$ cat src/rtl/mem_arbiter.sv
// mem_arbiter: round-robin sequencer sharing a byte-wide memory between fetch and load/store.
// Optional feature macro MEM_ARB_MISALIGN_TRAP_EN traps misaligned requests without touching memory.
module mem_arbiter #(
  parameter int ADDR_W = 32
) (
  input  logic              clk,
  input  logic              rst_n,
  input  logic              if_req,
  input  logic [ADDR_W-1:0] if_addr,
  output logic              if_done,
  output logic [31:0]       if_rdata,
  input  logic              ls_req,
  input  logic              ls_we,
  input  logic [1:0]        ls_size,
  input  logic [ADDR_W-1:0] ls_addr,
  input  logic [31:0]       ls_wdata,
  output logic              ls_done,
  output logic [31:0]       ls_rdata,
  output logic [ADDR_W-1:0] mem_addr,
  output logic              mem_we,
  output logic [7:0]        mem_wdata,
  input  logic [7:0]        mem_rdata,
  output logic              busy,
  output logic              if_err,
  output logic              ls_err
);

  typedef enum logic [1:0] {
    S_IDLE   = 2'd0,
    S_ACCESS = 2'd1,
    S_DONE   = 2'd2
  } state_t;

  function automatic logic [2:0] size_to_len(input logic [1:0] size);
    logic [2:0] len;
    case (size)
      2'b00:   len = 3'd1;
      2'b01:   len = 3'd2;
      default: len = 3'd4;
    endcase
    return len;
  endfunction

  function automatic logic is_misaligned(input logic [1:0] size, input logic [1:0] lsb);
    logic mis;
    case (size)
      2'b00:   mis = 1'b0;
      2'b01:   mis = lsb[0];
      default: mis = (lsb != 2'b00);
    endcase
    return mis;
  endfunction

  state_t              state_r;
  logic                owner_r;   // 1 = load/store owns the transaction
  logic                last_r;    // 1 = load/store was granted last
  logic [ADDR_W-1:0]   base_r;
  logic                we_r;
  logic [2:0]          len_r;
  logic [1:0]          cnt_r;
  logic [31:0]         wdata_r;
  logic [31:0]         res_r;

  logic                gnt_valid_s;
  logic                gnt_ls_s;
  logic [ADDR_W-1:0]   gnt_addr_s;
  logic                gnt_we_s;
  logic [1:0]          gnt_size_s;
  logic [31:0]         gnt_wdata_s;
  logic                gnt_trap_s;
  logic                last_byte_s;
  logic [1:0]          cnt_nxt_s;
  logic [31:0]         res_s;

  // Round-robin grant and selection of the winning requester's fields
  always_comb begin
    gnt_valid_s = 1'b0;
    gnt_ls_s    = 1'b0;
    if (if_req && ls_req) begin
      gnt_valid_s = 1'b1;
      gnt_ls_s    = ~last_r;
    end else if (ls_req) begin
      gnt_valid_s = 1'b1;
      gnt_ls_s    = 1'b1;
    end else if (if_req) begin
      gnt_valid_s = 1'b1;
      gnt_ls_s    = 1'b0;
    end else begin
      gnt_valid_s = 1'b0;
      gnt_ls_s    = 1'b0;
    end
    gnt_addr_s  = gnt_ls_s ? ls_addr : if_addr;
    gnt_we_s    = gnt_ls_s & ls_we;
    gnt_size_s  = gnt_ls_s ? ls_size : 2'b10;
    gnt_wdata_s = gnt_ls_s ? ls_wdata : 32'h0000_0000;
`ifdef MEM_ARB_MISALIGN_TRAP_EN
    gnt_trap_s  = is_misaligned(gnt_size_s, gnt_addr_s[1:0]);
`else
    gnt_trap_s  = 1'b0;
`endif
  end

  // Byte-lane capture and sequencing helpers for the ACCESS state
  always_comb begin
    res_s       = res_r;
    cnt_nxt_s   = cnt_r + 2'd1;
    last_byte_s = ({1'b0, cnt_r} == (len_r - 3'd1));
    if (!we_r) begin
      res_s[{cnt_r, 3'b000} +: 8] = mem_rdata;
    end else begin
      res_s = res_r;
    end
  end

  // Main sequencer: grant, byte issue, done pulse; all outputs registered
  always_ff @(posedge clk or negedge rst_n) begin
    if (!rst_n) begin
      state_r   <= S_IDLE;
      owner_r   <= 1'b0;
      last_r    <= 1'b1;
      base_r    <= '0;
      we_r      <= 1'b0;
      len_r     <= 3'd0;
      cnt_r     <= 2'd0;
      wdata_r   <= 32'h0000_0000;
      res_r     <= 32'h0000_0000;
      if_done   <= 1'b0;
      if_rdata  <= 32'h0000_0000;
      ls_done   <= 1'b0;
      ls_rdata  <= 32'h0000_0000;
      mem_addr  <= '0;
      mem_we    <= 1'b0;
      mem_wdata <= 8'h00;
      busy      <= 1'b0;
      if_err    <= 1'b0;
      ls_err    <= 1'b0;
    end else begin
      if_done <= 1'b0;
      ls_done <= 1'b0;
      if_err  <= 1'b0;
      ls_err  <= 1'b0;
      case (state_r)
        S_IDLE: begin
          if (gnt_valid_s) begin
            owner_r <= gnt_ls_s;
            base_r  <= gnt_addr_s;
            we_r    <= gnt_we_s;
            len_r   <= size_to_len(gnt_size_s);
            wdata_r <= gnt_wdata_s;
            res_r   <= 32'h0000_0000;
            cnt_r   <= 2'd0;
            busy    <= 1'b1;
            if (gnt_trap_s) begin
              // Trapped request: no memory traffic, zero data, err alongside done
              state_r <= S_DONE;
              last_r  <= gnt_ls_s;
              if (gnt_ls_s) begin
                ls_done  <= 1'b1;
                ls_err   <= 1'b1;
                ls_rdata <= 32'h0000_0000;
              end else begin
                if_done  <= 1'b1;
                if_err   <= 1'b1;
                if_rdata <= 32'h0000_0000;
              end
            end else begin
              state_r   <= S_ACCESS;
              mem_addr  <= gnt_addr_s;
              mem_we    <= gnt_we_s;
              mem_wdata <= gnt_wdata_s[7:0];
            end
          end else begin
            state_r <= S_IDLE;
            busy    <= 1'b0;
          end
        end
        S_ACCESS: begin
          res_r <= res_s;
          if (last_byte_s) begin
            state_r   <= S_DONE;
            last_r    <= owner_r;
            cnt_r     <= 2'd0;
            mem_addr  <= '0;
            mem_we    <= 1'b0;
            mem_wdata <= 8'h00;
            if (owner_r) begin
              ls_done  <= 1'b1;
              ls_rdata <= res_s;
            end else begin
              if_done  <= 1'b1;
              if_rdata <= res_s;
            end
          end else begin
            cnt_r     <= cnt_nxt_s;
            mem_addr  <= base_r + {{(ADDR_W-2){1'b0}}, cnt_nxt_s};
            mem_wdata <= wdata_r[{cnt_nxt_s, 3'b000} +: 8];
          end
        end
        S_DONE: begin
          state_r <= S_IDLE;
          busy    <= 1'b0;
        end
        default: begin
          state_r   <= S_IDLE;
          busy      <= 1'b0;
          mem_addr  <= '0;
          mem_we    <= 1'b0;
          mem_wdata <= 8'h00;
        end
      endcase
    end
  end

endmodule
$ cat config.mk
export PLATFORM = sky130hd
export DESIGN_NAME = mem_arbiter
export DESIGN_NICKNAME = d
export VERILOG_FILES = /design/src/rtl/mem_arbiter.sv
export SDC_FILE = /design/constraint.sdc
export NUM_CORES = 1
export LEC_CHECK = 0
export ABC_AREA = 1
export BUFFER_PORTS_ARGS = -buffer_cell sky130_fd_sc_hd__buf_2
export CAP_MARGIN = 10
export CORE_MARGIN = 1
export CORE_UTILIZATION = 49
export CTS_CLUSTER_SIZE = 40
export DETAILED_ROUTE_END_ITERATION = 8
export HOLD_SLACK_MARGIN = 0.15
export MAX_ROUTING_LAYER = met4
export PLACE_DENSITY = 0.76
export SLEW_MARGIN = 20
export SYNTH_ARGS = -nofsm -noshare
export SYNTH_HDL_FRONTEND = slang
export SYNTH_SLANG_ARGS = --single-unit
$ cat constraint.sdc
create_clock -name clk -period 2.5 [get_ports clk]
set_input_delay 0.25 -clock clk [delete_from_list [all_inputs] [get_ports clk]]
set_output_delay 0.25 -clock clk [all_outputs]
set_load 0.02 [all_outputs]
# After elaboration in Yosys (flattened, before gate mapping)
# Cells that the tools add are included.
# op_classes
n_mux	36
add_sub_neg	4
div_mod_pow	0
n_mul	0
order_cmp	0
reduce_logical	11
n_bitwise	4
n_shift	3
eq_ne	6
# ops
op	n
$mux 32	6
$pmux 32 s3	1
$pmux 32 s2	1
$add 32x2->32	1
$bwmux 32	1
$shift 8x7->32 const A	1
$shiftx 32x6->8	1
$shiftx 8x7->32	1
$pmux 8 s3	1
$mux 8	2
$mux 1	15
$reduce_and 3->1	3
$mux 2	4
$pmux 2 s2	2
$reduce_and 2->1	4
$neg 5->7	1
$pmux 3 s2	1
$eq 2x1->1 const B	2
$logic_not 2->1	2
$ne 2x2->1 const B	2
$eq 2x3->1	1
$not 1->1	3
$pmux 1 s3	1
$sub 3x1->3 const B	1
6 further kinds	6
# word_totals
out_inout_bits	110
wordCells	81
romBits	0
latch_bits	0
ff_bits	214
ram_bits	0
mem_count	0

# Depth between registers and ports, before layout
# Gate-level depths: netlist of the first run.
# logic_depth
ltp_word	5
ltp_mapped	14

# Worst setup path before layout of the first run
# OpenSTA, ideal clock, no wires.
# synth_path
path_type	register -> register
start	register cnt_r[0]
end	register mem_addr[26]
period_less_slack_ns	2.451
setup_ns	0.117
t_arrival_ns	2.334
path_buffers	1
path_stages_with_launch	15
slack_ns	0.049
path_cell_list	dfrtp_1 > inv_1 > clkbuf_1 > ha_1 > fa_1 > nand3_2 > inv_1 > nand2_1 > nor2_1 > nand2_1 > nand2_1 > nand3_1 > nand2_1 > nand2_1 > nand2_1
# synth_between
elab_chain_len	4
word_cells_on_any_way	5
classes_between	2 x add/sub; 1 x eq/ne; 2 x mux
# synth_lines
element	line_no	text
from (decl)	60	logic [1:0] cnt_r;
from (signal assigned)	194	cnt_r <= cnt_nxt_s;
$add 2x1->2	106	cnt_nxt_s = cnt_r + 2'd1;
$add 32x2->32	195	mem_addr <= base_r + {{(ADDR_W-2){1'b0}}, cnt_nxt_s};
$mux 32 *	179	if (last_byte_s) begin
$pmux 32 s3 *	142	case (state_r)
to (signal assigned)	168	mem_addr <= gnt_addr_s;
to (signal assigned)	195	
to (decl)	19	output logic [ADDR_W-1:0] mem_addr,
# Mark *: on every way between the ends. The rest lies on a longest branch, timed or not.
# A chain may end at the register's enable or synchronous reset.

# Worst setup path in the final report of the first run
# Ends and elaborated chain as after synthesis.

==> key figures, run 1 <==
Route
  – WL/cell: 16.1 µm
  – Initial DRC count: about 700
  – Vias per inst: 5.28
  – Detailed Routing Iterations Pass 1: 5
  – DRC: 0
  – Routed WL: 29500 µm
  – Vias after detailed routing: 9648
  – Routed Antenna Nets: 0

Worst setup path
  – Worst R2R End: mem_addr[26]
  – Crit path cell chain: inv_1 -> ha_1 -> fa_1 -> nand3_2 -> inv_1 -> nand2_1 -> nor2_1 -> nand2_1 -> nand2_1 -> nand3_1 -> nand2_1 -> nand2_1 -> nand2_1
  – Crit-path max FO: 6
  – CP bufs+invs: 2
  – CP Class: register to register
  – FF-to-FF path depth: 13
  – Crit end category: register
  – Slowest cell delay on critical path: 0.48 ns
  – Worst reg2reg setup slack: 0.17 ns
  – Crit path max-delay family: adder cells
  – Slowest CP cell: fa_1
  – Crit path launch type: register
  – RR Startpoint: cnt_r[0]
  – Top cell by count, worst path: nand2_1
  – CP required: ~2.9 ns
  – Crit path DAT: 2.74 ns
  – Worst path depth: 13

Synth
  – Sequential area share after synthesis: 0.529
  – Yosys reg bits: 214
  – Count of cell types in the netlist: 31
  – Post-synth top flop: dfrtp_1
  – Yosys warns: 0
  – Mean Syn Cell Area: approximately 8 µm²
  – Ys async rst share: 1.00
  – Synth cell count leaders: nand2_1, dfrtp_1, inv_1
  – Top post-synthesis cells by area: dfrtp_1, nand2_1, o22ai_1, inv_1, o21ai_0
  – Number of synthesized flops with an enable pin: 0
  – Cells after synthesis: between 1k and 1.5k
  – Leading area contributor after synthesis: dfrtp_1
  – Post-Syn Area: 10100 µm²
  – Yosys top cell area share: 0.527
  – Top-count cell post-synth: nand2_1

STA
  – Clk_skew: 0.0114 ns
  – Max frequency: 429 MHz
  – Pins Over Slew Limit: 0
  – Final period util: 0.932
  – RSZ-0062 raised after global routing: no
  – Crit path time final: 2.33 ns
  – Final Hold Fails: 0
  – Final setup fails: 0
  – Worst slew pin tran: just under 1 ns
  – Slew headroom: 0.354
  – Final setup TNS: 0 ns

Final layout
  – Register Area: 5360 µm²
  – Share of layout cells above drive strength 1: 0.198
  – Fillers: 1795
  – Fin nets: 1661
  – Area grow syn2layout: 27.7%
  – Multi-input gate area: around 4000 µm²
  – Fin util: 0.638
  – Finished Layout Cells: 1829

Worst hold path
  – Hold Path Class: input pin to register
  – Cells on Worst Hold Path: 3
  – Hold Path Origin: ls_addr[13]
  – Hold endpoint: base_r[13]

Clocking
  – CTS root buf: clkbuf_16
  – CTS tree: yes
  – Bufs on Longest Clock Path: 3
  – Post CTS Setup Buffer Count: 0
  – Worst-Skew Late Latency: 0.52 ns
  – Sink Count: 214
  – Num CTS Buffers: 23
  – Clock slew at reported path FFs: 0.06 ns
  – Clock H-tree levels: 1

GRT
  – GRT Residual Overflow: 0
  – Initial antenna violation count: 1
  – Global-route wire length before repair: 48300 µm
  – Vias in the first global route: 9641
  – Largest net degree at the start of global routing: between 80 and 90
  – GR Util All Layers: 0.290

Place
  – I/O Buffers: 218
  – Placed Cells: around 1.7k
  – Hpwl dp: ~20000 µm
  – Placer Congestion: 0.920

Die
  – Die height: 146 µm
  – I/O pin cnt: 221
  – Initial core utilization: 0.500
  – Die area: 21200 µm²
  – Core area: 20200 µm²
  – Core Rows: 52
  – Die Wd: 146 µm

Outcome
  – Outcome: complete, no violations

Run
  – Max-Cap Viols: 0

Pwr
  – Power density over the cells: 1350 nW/µm²
  – P_leak: 6.48 nW
  – VDD IR max: 667 µV
==> worst reg2reg max path, cell delays in order (launching register included) <==
cell	delay [ns]
dfrtp_1	0.37
inv_1	0.09
ha_1	0.36
fa_1	0.48
nand3_2	0.17
inv_1	0.09
nand2_1	0.18
nor2_1	0.13
nand2_1	0.08
nand2_1	0.04
nand3_1	0.06
nand2_1	0.06
nand2_1	0.07
nand2_1	0.05
==> per-stage QoR <==
stage                     hold WS, ns  setup slack (ns)  area (µm²)  total power [W]
after floorplan               -0.0456            0.0493       10100           0.0112
after detailed placement        0.293             0.160       11600           0.0138
final                           0.150             0.170       12900           0.0174
after global placement          0.302             0.211       11600           0.0136
after CTS                       0.150             0.116       12900           0.0174
after global routing            0.156           0.00516       12900           0.0187
==> worst max-delay path by stage <==
stage	from	to
after CTS	cnt_r[0]	mem_addr[23]
after global placement	len_r[0]	mem_addr[2]
final	cnt_r[0]	mem_addr[26]
after detailed placement	len_r[0]	mem_addr[3]
after global routing	cnt_r[0]	mem_addr[13]
after floorplan	cnt_r[0]	mem_addr[26]
==> repair_timing <==
action,CTS,global route
resized for setup,0,1
hold endpoints to repair,162,0
hold buffers,59,0
setup endpoints to repair,0,7
==> flip-flops by register name, summed over array words and instances, names as in the netlist, 2 cells and up <==
register	count
mem_wdata	8
ls_rdata	32
cnt_r	2
mem_addr	32
if_rdata	32
state_r	2
res_r	32
len_r	3
wdata_r	32
base_r	32
==> placed cells by master (no fill, tap or decap), drive strengths merged, types with 2 or more instances in the layout <==
master,count
dfrtp,213
nand2,373
buf,247
nor2,125
xnor2,3
o21ai,152
ha,8
nand4,3
a21oi,15
clkinv,10
inv,143
o211ai,8
xor2,6
conb,2
dlygate4sd3,59
nand3,56
clkbuf,31
o22ai,87
a22o,9
==> cell families after synthesis <==
logic type | after synthesis | share of synthesized area
buffers and inverters | 203 | 0.0794
flip-flops | 214 | 0.529
XOR/XNOR | 9 | 0.00779
AND/OR/NAND/NOR | 558 | 0.219
adder cells (fa/ha/maj) | 9 | 0.0119
AO/OA/AOI/OAI | 273 | 0.152
other | 1 | 0.000371
==> routing by layer <==
layer  part of all wire  routed length [µm]  GRT usage
met5                  0                   0          -
met4              0.025                 737     0.0879
met3              0.059                1740     0.0317
met2               0.49               14400      0.475
met1               0.43               12700      0.381
==> report_power, final <==
part           internal (W)  switching, W  total, W  leakage (nW)
Sequential          0.00506      0.000958   0.00602          2.76
Clock               0.00196       0.00142   0.00338         0.378
Combinational       0.00264       0.00537   0.00801          3.34
Total               0.00966       0.00775    0.0174          6.48
==> final cells by class <==
| class | instances | share of cell area |
|---|---|---|
| flip-flops and latches | 214 | 0.415 |
| multi-input cells | 852 | 0.309 |
| repair buffers | 306 | 0.150 |
| clock buffers | 31 | 0.0508 |
| inverters | 144 | 0.0418 |
| well taps | 270 | 0.0262 |
| clock inverters | 11 | 0.00756 |
| diodes | 1 | 0.000194 |
Note: power is estimated with default switching activity, not from simulation.
==> inputs of run 2 (changes only) <==
--- a/config.mk
+++ b/config.mk
@@ -15,6 +15,7 @@
 export HOLD_SLACK_MARGIN = 0.15
 export MAX_ROUTING_LAYER = met4
 export PLACE_DENSITY = 0.76
+export SETUP_SLACK_MARGIN = 0.5
 export SLEW_MARGIN = 20
 export SYNTH_ARGS = -nofsm -noshare
 export SYNTH_HDL_FRONTEND = slang
==> run 2 against run 1 <==
Compared with the run above:
- fmax up 12%
- critical path depth unchanged
- non-clock buffer count up 15
- global-route usage up 1.4 points
- utilization up 2.7 points
- via count up 2.5%
- combinational power up 11%
- sequential power up 1%
- first-iteration DRC count down 4.6%
- total power up 7.1%
- cell count up 0.77%
- worst setup slack better by 0.25 ns
- largest power group unchanged
- highest routed layer unchanged
==> key figures, run 2 (synthesized netlist as in run 1, its figures left out) <==
Route
  – Detailed Routing Iterations Pass 1: 5 (unchanged)
  – WL/cell: 16.9 µm (+4.9%)
  – Routed WL: 31200 µm (+5.7%)
  – Vias after detailed routing: 9887 (+2.5%)
  – Routed Antenna Nets: 0 (unchanged)
  – Vias per inst: 5.36 (+1.7%)
  – Initial DRC count: 664 (-4.6%)
  – DRC: 0 (unchanged)

Final layout
  – Share of layout cells above drive strength 1: 0.232 (+0.0348)
  – Finished Layout Cells: 1843 (+0.77%)
  – Fin nets: 1675 (+0.84%)
  – Fillers: 1659 (-7.6%)
  – Leading cell type in the layout, fill and taps excluded: nand2_1
  – Post-route cell area: 13500 µm² (+4.3%)
  – Commonest non-fill, non-tap cells in the layout: nand2_1, buf_2, dfrtp_1, inv_1, nor2_1
  – Area grow syn2layout: 33.2%

Die
  – I/O pin cnt: 221 (unchanged)
  – Die area: 21200 µm² (unchanged)
  – Initial core utilization: 0.500 (unchanged)
  – Core Rows: 52 (unchanged)
  – Die height: 146 µm (unchanged)
  – Die Wd: 146 µm (unchanged)
  – Core area: 20200 µm² (unchanged)

Clocking
  – Clock slew at reported path FFs: 0.06 ns (about the same)
  – CTS root buf: clkbuf_16
  – Num CTS Buffers: 23 (unchanged)
  – CTS tree: yes
  – Clock H-tree levels: 1 (unchanged)
  – Sink Count: 214 (unchanged)
  – Bufs on Longest Clock Path: 3 (unchanged)
  – Worst-Skew Late Latency: 0.51 ns (about the same)

Pwr
  – Total power: 0.0186 W (+7.1%)
  – Switching Power: 0.00815 W (+5.2%)
  – Power density over the cells: 1380 nW/µm² (+2.7%)
  – Sw Share: 0.437 (-0.00776)
  – Clock share of power: 0.197 (+0.003)
  – Sequential Power Share: 0.326 (-0.020)
  – Comb power frac: 0.476 (+0.016)
  – VDD IR max: 653 µV (-2.1%)
  – P_leak: 6.67 nW (+2.8%)
  – Internal Power: 0.0105 W (+8.5%)

Place
  – Area after DPL: 11600 µm² (+0.53%)
  – I/O Buffers: 218 (unchanged)
  – Hpwl dp: 20000 µm (+2.1%)
  – Placed Cells: 1722 (-0.23%)
  – Placer Congestion: 0.929 (+0.92%)

Worst setup path
  – Crit end category: register
  – CP required: 2.96 ns (+0.05 ns)
  – Crit-path max FO: 7 (+1)
  – Crit path DAT: 2.54 ns (-0.20 ns)
  – Crit path launch type: register
  – CP Class: register to register

GRT
  – Global-route wire length before repair: 50100 µm (+3.8%)
  – Initial antenna violation count: 1 (unchanged)
  – Vias in the first global route: 9679 (+0.39%)
  – Largest net degree at the start of global routing: 73 (-14%)
  – GR Util All Layers: 0.305 (+0.0144)
  – GRT Residual Overflow: 0 (unchanged)

STA
  – Final Hold Fails: 0 (unchanged)
  – Final period util: 0.833 (-0.0991)
  – Fin Hold WS: 0.159 ns (+0.00917 ns)
  – Pins Over Slew Limit: 0 (unchanged)
  – RSZ-0062 raised after global routing: yes
  – Worst slew pin tran: 0.730 ns (-0.238 ns)
  – Crit path time final: 2.08 ns (-0.248 ns)
  – Slew headroom: 0.508 (+0.154)
  – Final setup fails: 0 (unchanged)
  – Max frequency: 480 MHz (+12%)
  – Clk_skew: 0.00727 ns (-0.00410 ns)
  – Final setup TNS: 0 ns (unchanged)

Outcome
  – Outcome: complete, no violations

Run
  – Max-Cap Viols: 0 (unchanged)

Worst hold path
  – Hold Path Class: input pin to register
run 2: cell types whose count changed in the layout (fill, tap and decap cells not counted), sizes merged, moves of 2 or more:
| cell | change |
|---|---|
| clkbuf | -2 |
| bufinv | +4 |
| clkinv | -5 |
| diode | +2 |
| inv | -2 |
| bufbuf | +2 |
| clkinvlp | +3 |
| buf | +13 |
run 2: critical path, stage by stage (launching register included):
cell	delay [ns]
dfrtp_2	0.43
inv_4	0.08
ha_4	0.22
ha_4	0.29
nand3_4	0.08
nand2_4	0.11
nand2_4	0.08
nor2_4	0.24
buf_6	0.14
xor2_1	0.14
nand2_1	0.07
nand2_1	0.05
nand2_1	0.04
nand2_1	0.06
run 2: worst paths after layout:
check	start	end	slack, ns	cells after the start
worst max-delay path	cnt_r[0]	mem_addr[15]	0.42	13
worst min-delay path	ls_addr[4]	base_r[4]	0.16	3
worst max register to register	cnt_r[0]	mem_addr[15]	0.42	13
worst min register to register	mem_addr[20]	mem_addr[20]	0.48	2
max in group asynchronous	rst_n	wdata_r[16]	1.49	3
min in group asynchronous	rst_n	ls_rdata[4]	0.30	2
run 2: stage by stage:
stage	util	setup WS, ns
global route	0.665	0.353
detailed placement	0.574	0.293
global placement	0.574	0.316
CTS	0.655	0.446
floorplan	-	0.508
finish	0.666	0.418
run 2: timing repair:
item                                    4_1_cts  5_1_grt
hold buffers                                 59        0
endpoints found under the hold margin       146        0
pin swaps                                     6       11
endpoints found under the setup margin       95      118
buffers inserted                              9        8
gates resized for setup                      23       41
cloned                                        2        0
run 2: cell type report:
cell class / instances / area [µm²] / area share
inverters: 144 / 562 / 0.0417
well taps: 270 / 338 / 0.0251
repair buffers: 321 / 2160 / 0.161
flip-flops and latches: 214 / 5360 / 0.398
diodes: 3 / 7.51 / 0.000557
multi-input cells: 851 / 4230 / 0.314
clock inverters: 11 / 186 / 0.0138
clock buffers: 29 / 628 / 0.0466
run 2: per-layer routing:
layer  vias to the layer above  share of wire  GRT usage
met5                         -              0          -
met2                       418           0.47      0.487
met3                        85          0.071     0.0467
li1                       4682              -          -
met4                         0          0.037      0.115
met1                      4702           0.42      0.392
run 2: power by group through the flow:
stage | Combinational (W) | Clock (W) | Sequential (W)
floorplan | 0.00457 | 0 | 0.00672
global placement | 0.00777 | 0 | 0.00600
detailed placement | 0.00793 | 0 | 0.00603
CTS | 0.00851 | 0.00372 | 0.00604
global route | 0.00973 | 0.00387 | 0.00625
finish | 0.00887 | 0.00368 | 0.00608
==> inputs of run 3 (changes only) <==
--- a/config.mk
+++ b/config.mk
@@ -14,7 +14,7 @@
 export DETAILED_ROUTE_END_ITERATION = 8
 export HOLD_SLACK_MARGIN = 0.15
 export MAX_ROUTING_LAYER = met4
-export PLACE_DENSITY = 0.76
+export PLACE_DENSITY = 0.73
 export SETUP_SLACK_MARGIN = 0.5
 export SLEW_MARGIN = 20
 export SYNTH_ARGS = -nofsm -noshare
==> constraint.sdc (replaced) <==
create_clock -name clk -period 2.2 [get_ports clk]
set_input_delay 0.22 -clock clk [delete_from_list [all_inputs] [get_ports clk]]
set_output_delay 0.22 -clock clk [all_outputs]
set_load 0.02 [all_outputs]
==> run 3 against run 2 <==
Compared with the run above:
- sequential power increased by 18%
- wire length increased by 25%
- sequential share of layout area decreased by 5.5 points
- clock-buffer cell count unchanged
- non-clock buffer count increased by 64
- clock power increased by 23%
- largest power group unchanged
- combinational power increased by 59%
- sequential cell count unchanged
- die area unchanged
- fmax decreased by 2.9%
- cell area increased by 16%
- total power increased by 39%
==> key figures, run 3 (synthesized netlist as in run 1, its figures left out) <==
Place
  – I/O Buffers: 218 (unchanged)
  – Placer Congestion: 0.927 (-0.22%)
  – Hpwl dp: 20000 µm (about the same)
  – Area after DPL: 11700 µm² (+0.86%)

Die
  – Die height: 146 µm (unchanged)
  – Initial core utilization: 0.500 (unchanged)
  – Core area: 20200 µm² (unchanged)
  – Die area: 21200 µm² (unchanged)
  – I/O pin cnt: 221 (unchanged)
  – Die Wd: 146 µm (unchanged)
  – Core Rows: 52 (unchanged)

Route
  – DRC: 0 (unchanged)
  – Vias after detailed routing: 10.8k (+9.1%)
  – Routed WL: 38900 µm (+25%)
  – Routed Antenna Nets: 0 (unchanged)
  – Detailed Routing Iterations Pass 1: 7 (+2)
  – WL/cell: 20.4 µm (+20%)
  – Vias per inst: 5.65 (+5.3%)
  – Initial DRC count: 855 (+29%)

Clocking
  – Sink Count: 214 (unchanged)
  – Num CTS Buffers: 23 (unchanged)
  – CTS root buf: clkbuf_16
  – Clock slew at reported path FFs: 0.06 ns (about the same)
  – Bufs on Longest Clock Path: 3 (unchanged)
  – Worst-Skew Late Latency: 0.52 ns (about the same)
  – Clock H-tree levels: 1 (unchanged)
  – CTS tree: yes

Worst setup path
  – CP required: 2.61 ns (-0.35 ns)
  – Crit path launch type: register
  – Crit-path max FO: 8 (+1)
  – Crit end category: register
  – CP Class: register to register
  – Crit path DAT: 2.56 ns (+0.02 ns)

STA
  – Pins Over Slew Limit: 0 (unchanged)
  – Max frequency: 466 MHz (-2.9%)
  – Crit path time final: 2.14 ns (+0.0618 ns)
  – Final Hold Fails: 0 (unchanged)
  – Clk_skew: 0.0149 ns (+0.00763 ns)
  – Fin Hold WS: 0.160 ns (+0.00103 ns)
  – Final setup TNS: 0 ns (unchanged)
  – RSZ-0062 raised after global routing: yes
  – Final period util: 0.975 (+0.142)
  – Worst slew pin tran: 0.567 ns (-0.163 ns)
  – Final setup fails: 0 (unchanged)
  – Slew headroom: 0.622 (+0.114)

Final layout
  – Leading cell type in the layout, fill and taps excluded: nand2_1
  – Area grow syn2layout: 54.4%
  – Share of layout cells above drive strength 1: 0.383 (+0.151)
  – Fin nets: 1741 (+3.9%)
  – Commonest non-fill, non-tap cells in the layout: nand2_1, buf_2, dfrtp_1, nor2_1, inv_1
  – Post-route cell area: 15600 µm² (+16%)

Outcome
  – Outcome: complete, no violations

GRT
  – GRT Residual Overflow: 0 (unchanged)
  – Global-route wire length before repair: 55200 µm (+10%)
  – Vias in the first global route: 10.6k (+9.2%)
  – Initial antenna violation count: 2 (+1)
  – Largest net degree at the start of global routing: 68 (-6.8%)
  – GR Util All Layers: 0.339 (+0.0341)

Pwr
  – Power density over the cells: 1650 nW/µm² (+20%)
  – Total power: 0.0258 W (+39%)
  – P_leak: 7.51 nW (+13%)
  – VDD IR max: 802 µV (+23%)

Worst hold path
  – Hold Path Class: input pin to register

Run
  – Max-Cap Viols: 0 (unchanged)
run 3: cell count changes in the layout (fill, tap and decap cells not counted), moves of 36 or more:
cell,previous run,this run
nand2_1,363,301
nand2_4,4,51
o21ai_2,2,44
o22ai_1,83,40
o22ai_2,4,40
run 3: area by class of cell:
cell class,instances,area (µm²)
clock buffers,29,648
multi-input cells,852,5280
fillers,1310,4620
repair inverters,1,6.26
clock inverters,12,238
flip-flops and latches,214,5360
diodes,2,5.00
repair buffers,385,3170
inverters,144,572
well taps,270,338
run 3: where the power goes:
part	switching (W)	internal [W]	total, W
clock network	0.00164	0.00290	0.00454
logic	0.00846	0.00567	0.0141
registers	0.00141	0.00575	0.00716
total	0.0115	0.0143	0.0258
run 3: metrics by stage:
stage,cells,utilization,setup slack [ns]
finish,1909,0.772,0.0558
global route,1909,0.772,0.0411
CTS,1883,0.711,0.203
detailed placement,1726,0.579,-0.159
global placement,1726,0.579,-0.0626
floorplan,1268,-,0.232
run 3: worst max-delay path, cell delays in order, from the launching register on:
cell        delay (ns)
dfrtp_1           0.38
inv_2             0.07
ha_4              0.29
buf_4             0.12
buf_12            0.10
clkinvlp_4        0.14
buf_6             0.15
nor2_4            0.15
nand2_4           0.15
o22ai_1           0.14
inv_1             0.12
o21ai_1           0.23
run 3: routing by layer:
metal / global-route usage / vias up / wire (µm)
li1: - / 4825 / -
met1: 0.412 / 5210 / 14300
met2: 0.562 / 572 / 19700
met3: 0.0367 / 180 / 2630
met4: 0.167 / 0 / 2260
met5: - / - / 0
run 3: path summary, 6_finish.rpt:
| path | startpoint | end | slack, ns | cells after the start |
|---|---|---|---|---|
| worst max-delay path | cnt_r[1] | ls_rdata[23] | 0.06 | 11 |
| worst min-delay path | ls_addr[0] | mem_addr[0] | 0.16 | 5 |
| worst max register to register | cnt_r[1] | ls_rdata[23] | 0.06 | 11 |
| worst min register to register | if_rdata[30] | if_rdata[30] | 0.47 | 2 |
| max in group asynchronous | rst_n | mem_addr[19] | 1.19 | 3 |
| min in group asynchronous | rst_n | ls_rdata[12] | 0.26 | 2 |
run 3: repair_timing:
item                       4_1_cts  5_1_grt
pin swaps                       23       51
setup endpoints to repair      143      180
cloned                          15        4
hold buffers                    65        0
hold endpoints to repair       185        0
buffers inserted                36       20
gates resized for setup        135      256
